## src/rtl/pc_pkg.sv

```systemverilog
// Shared constants for the fetch program-counter unit.
// Holds next-PC select encodings and default sizing.
package pc_pkg;

    localparam int PC_WIDTH = 64;
    localparam logic [63:0] PC_RESET_VECTOR = 64'h0;

    localparam logic [1:0] PS_HOLD = 2'b00;
    localparam logic [1:0] PS_SEQ  = 2'b01;
    localparam logic [1:0] PS_ABS  = 2'b10;
    localparam logic [1:0] PS_REL  = 2'b11;

endpackage

```

## src/rtl/return_stack.sv

```systemverilog
// Circular return-address stack.
// Pushing when full overwrites the oldest entry.
module return_stack #(
    parameter int WIDTH     = 64,
    parameter int RAS_DEPTH = 4
) (
    input  logic             clock,
    input  logic             reset_n,
    input  logic             push,
    input  logic             pop,
    input  logic [WIDTH-1:0] wdata,
    output logic [WIDTH-1:0] top,
    output logic             empty,
    output logic             full,
    output logic             underflow
);

    localparam int PW = $clog2(RAS_DEPTH);
    localparam int CW = PW + 1;

    logic [WIDTH-1:0] mem_q [RAS_DEPTH];
    logic [PW-1:0]    ptr_q, ptr_d, prev, wr_idx;
    logic [CW-1:0]    cnt_q, cnt_d;
    logic             unf_q, unf_d, wr_en;

    assign prev      = ptr_q - PW'(1);
    assign top       = mem_q[prev];
    assign empty     = (cnt_q == '0);
    assign full      = (cnt_q == CW'(RAS_DEPTH));
    assign underflow = unf_q;

    always_comb begin
        ptr_d  = ptr_q;
        cnt_d  = cnt_q;
        wr_en  = 1'b0;
        wr_idx = ptr_q;
        unf_d  = pop & empty;
        if (push && pop && !empty) begin
            // Return and call in one cycle: replace the top in place.
            wr_en  = 1'b1;
            wr_idx = prev;
        end else if (pop && !empty) begin
            ptr_d = prev;
            cnt_d = cnt_q - CW'(1);
        end else if (push) begin
            wr_en = 1'b1;
            ptr_d = ptr_q + PW'(1);
            if (!full) cnt_d = cnt_q + CW'(1);
        end
    end

    always_ff @(posedge clock or negedge reset_n) begin
        if (!reset_n) begin
            ptr_q <= '0;
            cnt_q <= '0;
            unf_q <= 1'b0;
            for (int i = 0; i < RAS_DEPTH; i++) mem_q[i] <= '0;
        end else begin
            ptr_q <= ptr_d;
            cnt_q <= cnt_d;
            unf_q <= unf_d;
            if (wr_en) mem_q[wr_idx] <= wdata;
        end
    end

endmodule

```

## src/rtl/pc_unit.sv

```systemverilog
// Fetch program counter with next-PC select,
// alignment check and a return-address stack.
module pc_unit
    import pc_pkg::*;
#(
    parameter int               WIDTH        = PC_WIDTH,
    parameter logic [WIDTH-1:0] RESET_VECTOR = WIDTH'(PC_RESET_VECTOR),
    parameter int               INSTR_BYTES  = 4,
    parameter int               RAS_DEPTH    = 4
) (
    input  logic             clock,
    input  logic             reset_n,
    input  logic             stall,
    input  logic [1:0]       PS,
    input  logic [WIDTH-1:0] in,
    input  logic             push,
    input  logic             pop,
    output logic [WIDTH-1:0] PC,
    output logic [WIDTH-1:0] PC4,
    output logic             ras_empty,
    output logic             ras_full,
    output logic             misaligned,
    output logic             underflow
);

    localparam int               SH       = $clog2(INSTR_BYTES);
    localparam logic [WIDTH-1:0] LOW_MASK = WIDTH'(INSTR_BYTES - 1);

    logic [WIDTH-1:0] pc_q, pc_d, ras_top, target;
    logic             mis_q, mis_d, take_ras, chk;

    assign PC         = pc_q;
    assign PC4        = pc_q + WIDTH'(INSTR_BYTES);
    assign misaligned = mis_q;

    return_stack #(
        .WIDTH     (WIDTH),
        .RAS_DEPTH (RAS_DEPTH)
    ) u_ras (
        .clock     (clock),
        .reset_n   (reset_n),
        .push      (push & ~stall),
        .pop       (pop & ~stall),
        .wdata     (PC4),
        .top       (ras_top),
        .empty     (ras_empty),
        .full      (ras_full),
        .underflow (underflow)
    );

    always_comb begin
        take_ras = pop && !ras_empty;
        unique case (PS)
            PS_HOLD: target = pc_q;
            PS_SEQ:  target = PC4;
            PS_ABS:  target = in;
            PS_REL:  target = PC4 + (in << SH);
            default: target = pc_q;
        endcase
        if (take_ras) target = ras_top;
        // Hold and sequential targets are aligned by construction.
        chk   = take_ras || PS[1];
        mis_d = !stall && chk && (|(target & LOW_MASK));
        pc_d  = stall ? pc_q : (target & ~LOW_MASK);
    end

    always_ff @(posedge clock or negedge reset_n) begin
        if (!reset_n) begin
            pc_q  <= RESET_VECTOR;
            mis_q <= 1'b0;
        end else begin
            pc_q  <= pc_d;
            mis_q <= mis_d;
        end
    end

endmodule

```

## config.mk

```make
export PLATFORM = sky130hd
export DESIGN_NAME = pc_unit
export DESIGN_NICKNAME = d
export VERILOG_FILES = /design/src/rtl/pc_pkg.sv /design/src/rtl/return_stack.sv /design/src/rtl/pc_unit.sv
export SDC_FILE = /design/constraint.sdc
export NUM_CORES = 1
export LEC_CHECK = 0
export BUFFER_PORTS_ARGS = -buffer_cell sky130_fd_sc_hd__buf_2
export CAP_MARGIN = 30
export CORE_UTILIZATION = 35
export DETAILED_ROUTE_END_ITERATION = 6
export SLEW_MARGIN = 20
export SYNTH_ARGS = -nofsm -noshare
export SYNTH_HDL_FRONTEND = slang
export SYNTH_HIERARCHICAL = 1
export SYNTH_SLANG_ARGS = --single-unit
```

## constraint.sdc

```tcl
create_clock -name clock -period 4.6 [get_ports clock]
set_input_delay 0.92 -clock clock [delete_from_list [all_inputs] [get_ports clock]]
set_output_delay 0.92 -clock clock [all_outputs]
set_load 0.05 [all_outputs]
```

# Word level (Yosys, flattened, before mapping)

Index checks and enable logic that the tools add are counted.

Register bits after elaboration: 325
Bits in latches: 0
Bits in writable memories: 0
Memory bits (read-only): 0
Output and inout port bits: 132
Logic and storage cells: 65
Memories kept: 0

Add/sub/neg operators: 6
$mul: 0
Div/mod/pow operators: 0
Order comparisons: 3
Eq/ne operators: 6
Shift-type cells: 0
Mux-type cells: 17
Bitwise operators: 7
Reduce and logical (&&, ||, !) cells: 17

Operators by type and width:

| cell                                                                  | count |
|---|---|
| 256-bit bitwise mux                                                   | 1 |
| 64-bit 2-to-1 mux                                                     | 4 |
| 64-bit case mux with 4 select lines                                   | 1 |
| 64-bit binary-select mux with 2-bit select                            | 1 |
| 64-bit demux with 2-bit select                                        | 1 |
| 64-bit by 3-bit adder with 64-bit output (second input constant)      | 1 |
| 64-bit adder                                                          | 1 |
| 3-bit 2-to-1 mux                                                      | 3 |
| 1-bit logical AND                                                     | 7 |
| 3-bit >= comparator (second input constant)                           | 2 |
| 2-bit 2-to-1 mux                                                      | 3 |
| 2-bit NOT with 3-bit output                                           | 2 |
| 2-bit == test (second input constant)                                 | 2 |
| 2-bit AND reduction                                                   | 2 |
| 3-bit by 1-bit adder with 3-bit output (second input constant)        | 1 |
| 1-bit AND                                                             | 3 |
| 3-bit == test (second input constant)                                 | 1 |
| 3-bit logical NOT                                                     | 1 |
| 3-bit by 1-bit < comparator with 1-bit output (second input constant) | 1 |
| 1-bit 2-to-1 mux                                                      | 3 |
| 3-bit AND reduction                                                   | 1 |
| 3-bit by 1-bit subtractor with 3-bit output (second input constant)   | 1 |
| 2-bit by 1-bit adder with 2-bit output (second input constant)        | 1 |
| 2-bit by 1-bit == test with 1-bit output (second input constant)      | 1 |
| 9 further kinds                                                       | 11 |

# Longest topological paths before layout

Word-level depth: 11
Mapped depth: 20
Gate-level depth less buffers: 19

# Modules after synthesis

Netlist, hierarchy kept.

Modules (own cells, without submodules):

| module       | instances | cells an instance | area each (um^2) |
|---|---|---|---|
| return_stack | 1         | 672               | 11,984.0 |
| pc_unit      | 1         | 1,216             | 8,917.3 |

# Least setup slack after synthesis

OpenSTA, ideal clock, no wires.

Path kind: register to register
From: register pc_q[4], in the netlist PC[4]
To: register pc_q[63], in the netlist PC[63]
Data arrival time: 5.602 ns
Data required time: 4.504 ns
Slack: -1.099 ns
Stages on the path, launching flop included: 18
Buffers on the path: 1
Cells stage by stage: dfrtp_1 > nand3_1 > or3_4 > or4_4 > nor4_1 > nand4_1 > xnor2_1 > ha_1 > clkbuf_1 > nand4_1 > or4_1 > nor3_1 > a21oi_1 > o31ai_1 > a31oi_1 > xnor2_1 > and3_1 > o31ai_1

Longest elaborated chain between the ends: 4

Ends and longest elaborated chain:

| what                                     | line          | RTL |
|---|---|---|
| start, declared                          | pc_unit.sv:29 | `logic [WIDTH-1:0] pc_q, pc_d, ras_top, target;` |
| start signal, assigned                   | pc_unit.sv:72 | `pc_q <= pc_d;` |
| 64-bit by 3-bit adder with 64-bit output | pc_unit.sv:33 | `assign PC4 = pc_q + WIDTH'(INSTR_BYTES);` |
| via PC4[53]                              | pc_unit.sv:19 | `output logic [WIDTH-1:0] PC4,` |
| 64-bit adder                             | pc_unit.sv:57 | `PS_REL: target = PC4 + (in << SH);` |
| 64-bit case mux with 4 select lines      | pc_unit.sv:53 | `unique case (PS)` |
| 64-bit 2-to-1 mux                        | pc_unit.sv:60 | `if (take_ras) target = ras_top;` |

The timed path passes the listed nets, and every way through them passes these cells.
A chain may end at the register's enable or synchronous reset.

# Final worst setup path

From: register pc_q[2], in the netlist PC[2]
To: output port PC4[63]

Longest elaborated chain between the ends: 1

Ends and longest elaborated chain:

| what                                     | line |
|---|---|
| 64-bit by 3-bit adder with 64-bit output | pc_unit.sv:33 |
| end, declared                            | pc_unit.sv:19 |

Every way passes these cells.

==> flow_summary.yaml <==
synthesis:
  yosys.area.top_type: "dfrtp_1"
  yosysUniqueCellTypes: 81
  synthMuxAreaShare_pct: 24.27
  synth_top_area_share_pct: 38.91
  yosysMostFrequentCell: "dfrtp_1"
  yosysWarningCount: 6
  yosys-top-cells-count: "dfrtp_1 (325), mux2_2 (151), nand2_1 (131), mux2_4 (120), a21oi_1 (117)"
  synth-adder-area-share_pct: 4.681
  synth-seq-cells: 325
  yosys.area_share.simple_pct: 10.40
  syn_avg_cell_area_um2: 11.07
  netlist_area_um2: 20900
  synth_compound_area_share_pct: 13.55
  syn-instance-count: 1888
  yosysSeqAreaShare_pct: 38.91
  synthXorXnorAreaFrac_pct: 4.681
  async_reset_ff_share_pct: 100.0
  synth_flop_cell: "dfrtp_1"
  synth_top_family_by_area: "multiplexers"
  synth_edf_count: 0
  synthTopCellsByArea: "dfrtp_1 (39%), mux2_4 (8.6%), mux2_2 (8.1%)"
clock_tree:
  cts_root_buf: "clkbuf_16"
  hold_buffers: 0
  cts_made_buffers: 40
  numClockSinks: 325
  clk_latency_ns: 0.58
  path_clk_slew_ns: 0.06
  cts_tree: "done"
  htree_levels: 2
  clk_path_buf_depth: 3
place:
  place_inst: 3008
  placed_cell_area_um2: 25050
  port_buffers: 198
  hpwl_mm: 53.57
  place.gp.congestion: 0.9826
final_layout:
  syn2layout_area_growth_pct: 28.40
  drive_above_1_share_pct: 43.26
  ff_latch_area_um2: 8155
  fillers: 5475
  final_area_um2: 26840
  fin_cells: 3095
  final_nets: 2439
  multi_input_area_um2: 13040
global_route:
  antenna_found_initial: 4
  grt_pass1_wl_mm: 112.1
  overflow: 0
  grtUsageTotal_pct: 24.28
  grt_pass1_vias: 18030
  grt_max_degree: 135
die:
  start_util_pct: 35.41
  die-area_um2: 60700
  die_h_um: 246.4
  row_count: 89
  core_area_um2: 59020
  ios: 203
  die_w_um: 246.4
sta:
  max_freq_mhz: 221.8
  relSlewSlack_pct: 41.72
  worst_slew_pin_slew_ns: 0.8690
  finalHoldViolations: 0
  min_period_over_period_pct: 98.02
  fin_worst_skew_ns: 0.02413
  finalSetupViolCount: 0
  drv_slew: 0
  period_needed_ns: 4.509
  grt_setup_unrepaired: "yes"
pwr:
  peakVddDrop_mv: 0.4252
  clkPwrFrac_pct: 15.3
  p_leak_nw: 11.89
  p_sw_mw: 9.704
  power_density_nw_per_um2: 809.8
  internal-power_mw: 12.03
  pwr-share-comb_pct: 59.9
  seqPwrFrac_pct: 24.8
  swShare_pct: 44.65
routing:
  finalWirelength_mm: 73.22
  firstDrtPassIters: 6
  drtAntennaViolNets: 0
  viasPerCell: 5.625
  drtIter0Drc: 1246
  routedWlPerCell_um: 23.66
  drc: 0
  vias: 17410
min_path:
  hold_path.class: "input pin to async pin"
critical_path:
  critPathMaxFanout: 4
  cp-end-kind: "primary output"
  critPathLaunchType: "register"
  worst-setup-path-type: "register to primary output"
  required_ns: 3.68
  arrival_ns: 3.59
run_status:
  status: "complete, no violations"
job:
  cap_violations: 0
==> flip-flops by register name (all words and copies together) (netlist names) <==
name             count
u_ras/mem_q        256
PC                  62
u_ras/cnt_q          3
u_ras/ptr_q          2
misaligned           1
u_ras/underflow      1
==> power by group through the flow <==
stage               registers, mW  logic (mW)  clock network (mW)
detailed placement           5.40        12.7                   0
CTS                          5.37        12.8                3.40
global route                 5.58        13.9                3.51
floorplan                    6.01        7.84                   0
finish                       5.38        13.0                3.32
global placement             5.31        12.6                   0
==> critical path, stage by stage, from the launching register on <==
cell and delay (ns):
dfrtp_2 0.41, nand3_2 0.09, or3_4 0.41, or4_4 0.67, nor3_4 0.29, nand4_1 0.28
nor3_2 0.25, xor2_2 0.29, clkbuf_4 0.30
==> cell families after synthesis <==
| family | count (synthesis) |
|---|---|
| XOR/XNOR | 110 |
| AND/OR/NAND/NOR | 431 |
| other | 1 |
| multiplexers | 348 |
| AO/OA/AOI/OAI | 441 |
| buffers and inverters | 155 |
| adder cells (fa/ha/maj) | 77 |
| flip-flops | 325 |
==> layout by cell type (no fill, tap or decap), types with 19 or more instances in the layout <==
cell type	n
a21o_1	21
a21oi_1	111
a31oi_1	21
and3_1	19
buf_2	195
buf_4	250
clkbuf_16	41
dfrtp_1	311
ha_1	66
inv_1	40
mux2_2	151
mux2_4	120
mux4_2	64
nand2_1	129
nand3_1	38
nand4_1	37
nor2_1	76
nor3_1	23
o211ai_1	19
o21ai_0	102
o21bai_1	26
or3_1	20
xnor2_1	40
xor2_1	20
==> metrics by stage <==
| step | util [%] | total power, mW | hold slack, ns | setup TNS, ns | worst slack [ns] |
|---|---|---|---|---|---|
| after floorplan | - | 13.85 | 0.4752 | -1.175 | -0.2039 |
| after global placement | 42.44 | 17.91 | 0.4834 | 0 | 0.02013 |
| after detailed placement | 42.44 | 18.13 | 0.4897 | -0.1785 | -0.08061 |
| after CTS | 44.84 | 21.59 | 0.5039 | -0.004710 | -0.004710 |
| after global routing | 45.47 | 22.99 | 0.2659 | -0.1234 | -0.07640 |
| final | 45.47 | 21.73 | 0.2407 | 0 | 0.09122 |
==> final cells by class <==
| class | instances | share of cell area (%) |
|---|---|---|
| Tap cell | 773 | 3.604 |
| Inverter | 42 | 0.5874 |
| Multi-Input combinational cell | 1419 | 48.57 |
| Clock buffer | 55 | 4.242 |
| Antenna cell | 1 | 0.009324 |
| Timing Repair Buffer | 463 | 11.75 |
| Sequential cell | 325 | 30.39 |
| Clock inverter | 17 | 0.8485 |
==> timing repair <==
action / 4_1_cts / 5_1_grt
endpoints found under the setup margin: 9 / 34
resized for setup: 8 / 53
pin swaps: 4 / 33
hold endpoints to repair: 0 / 0
buffers inserted: 2 / 9
==> path summary, 6_finish.rpt <==
check / start / end / slack [ns] / cells after the start
max in group asynchronous: reset_n / u_ras/mem_q[167] / 3.10 / 3
worst min register to register: u_ras/mem_q[191] / u_ras/mem_q[191] / 0.50 / 1
worst max register to register: PC[2] / PC[44] / 0.10 / 19
worst max-delay path: PC[2] / PC4[63] / 0.09 / 8
min in group clock: u_ras/mem_q[191] / u_ras/mem_q[191] / 0.50 / 1
worst min-delay path: reset_n / u_ras/cnt_q[0] / 0.24 / 1
==> routing by layer <==
layer	global-route usage [%]	wire, µm	part of all wire, %	up-vias
li1	-	-	-	7836
met1	33.05	32320	44	8900
met2	39.26	34490	47	543
met3	3.627	4009	5.5	127
met4	8.315	2371	3.2	4
met5	0	23	0.031	-
(Power assumes the default switching activity.)
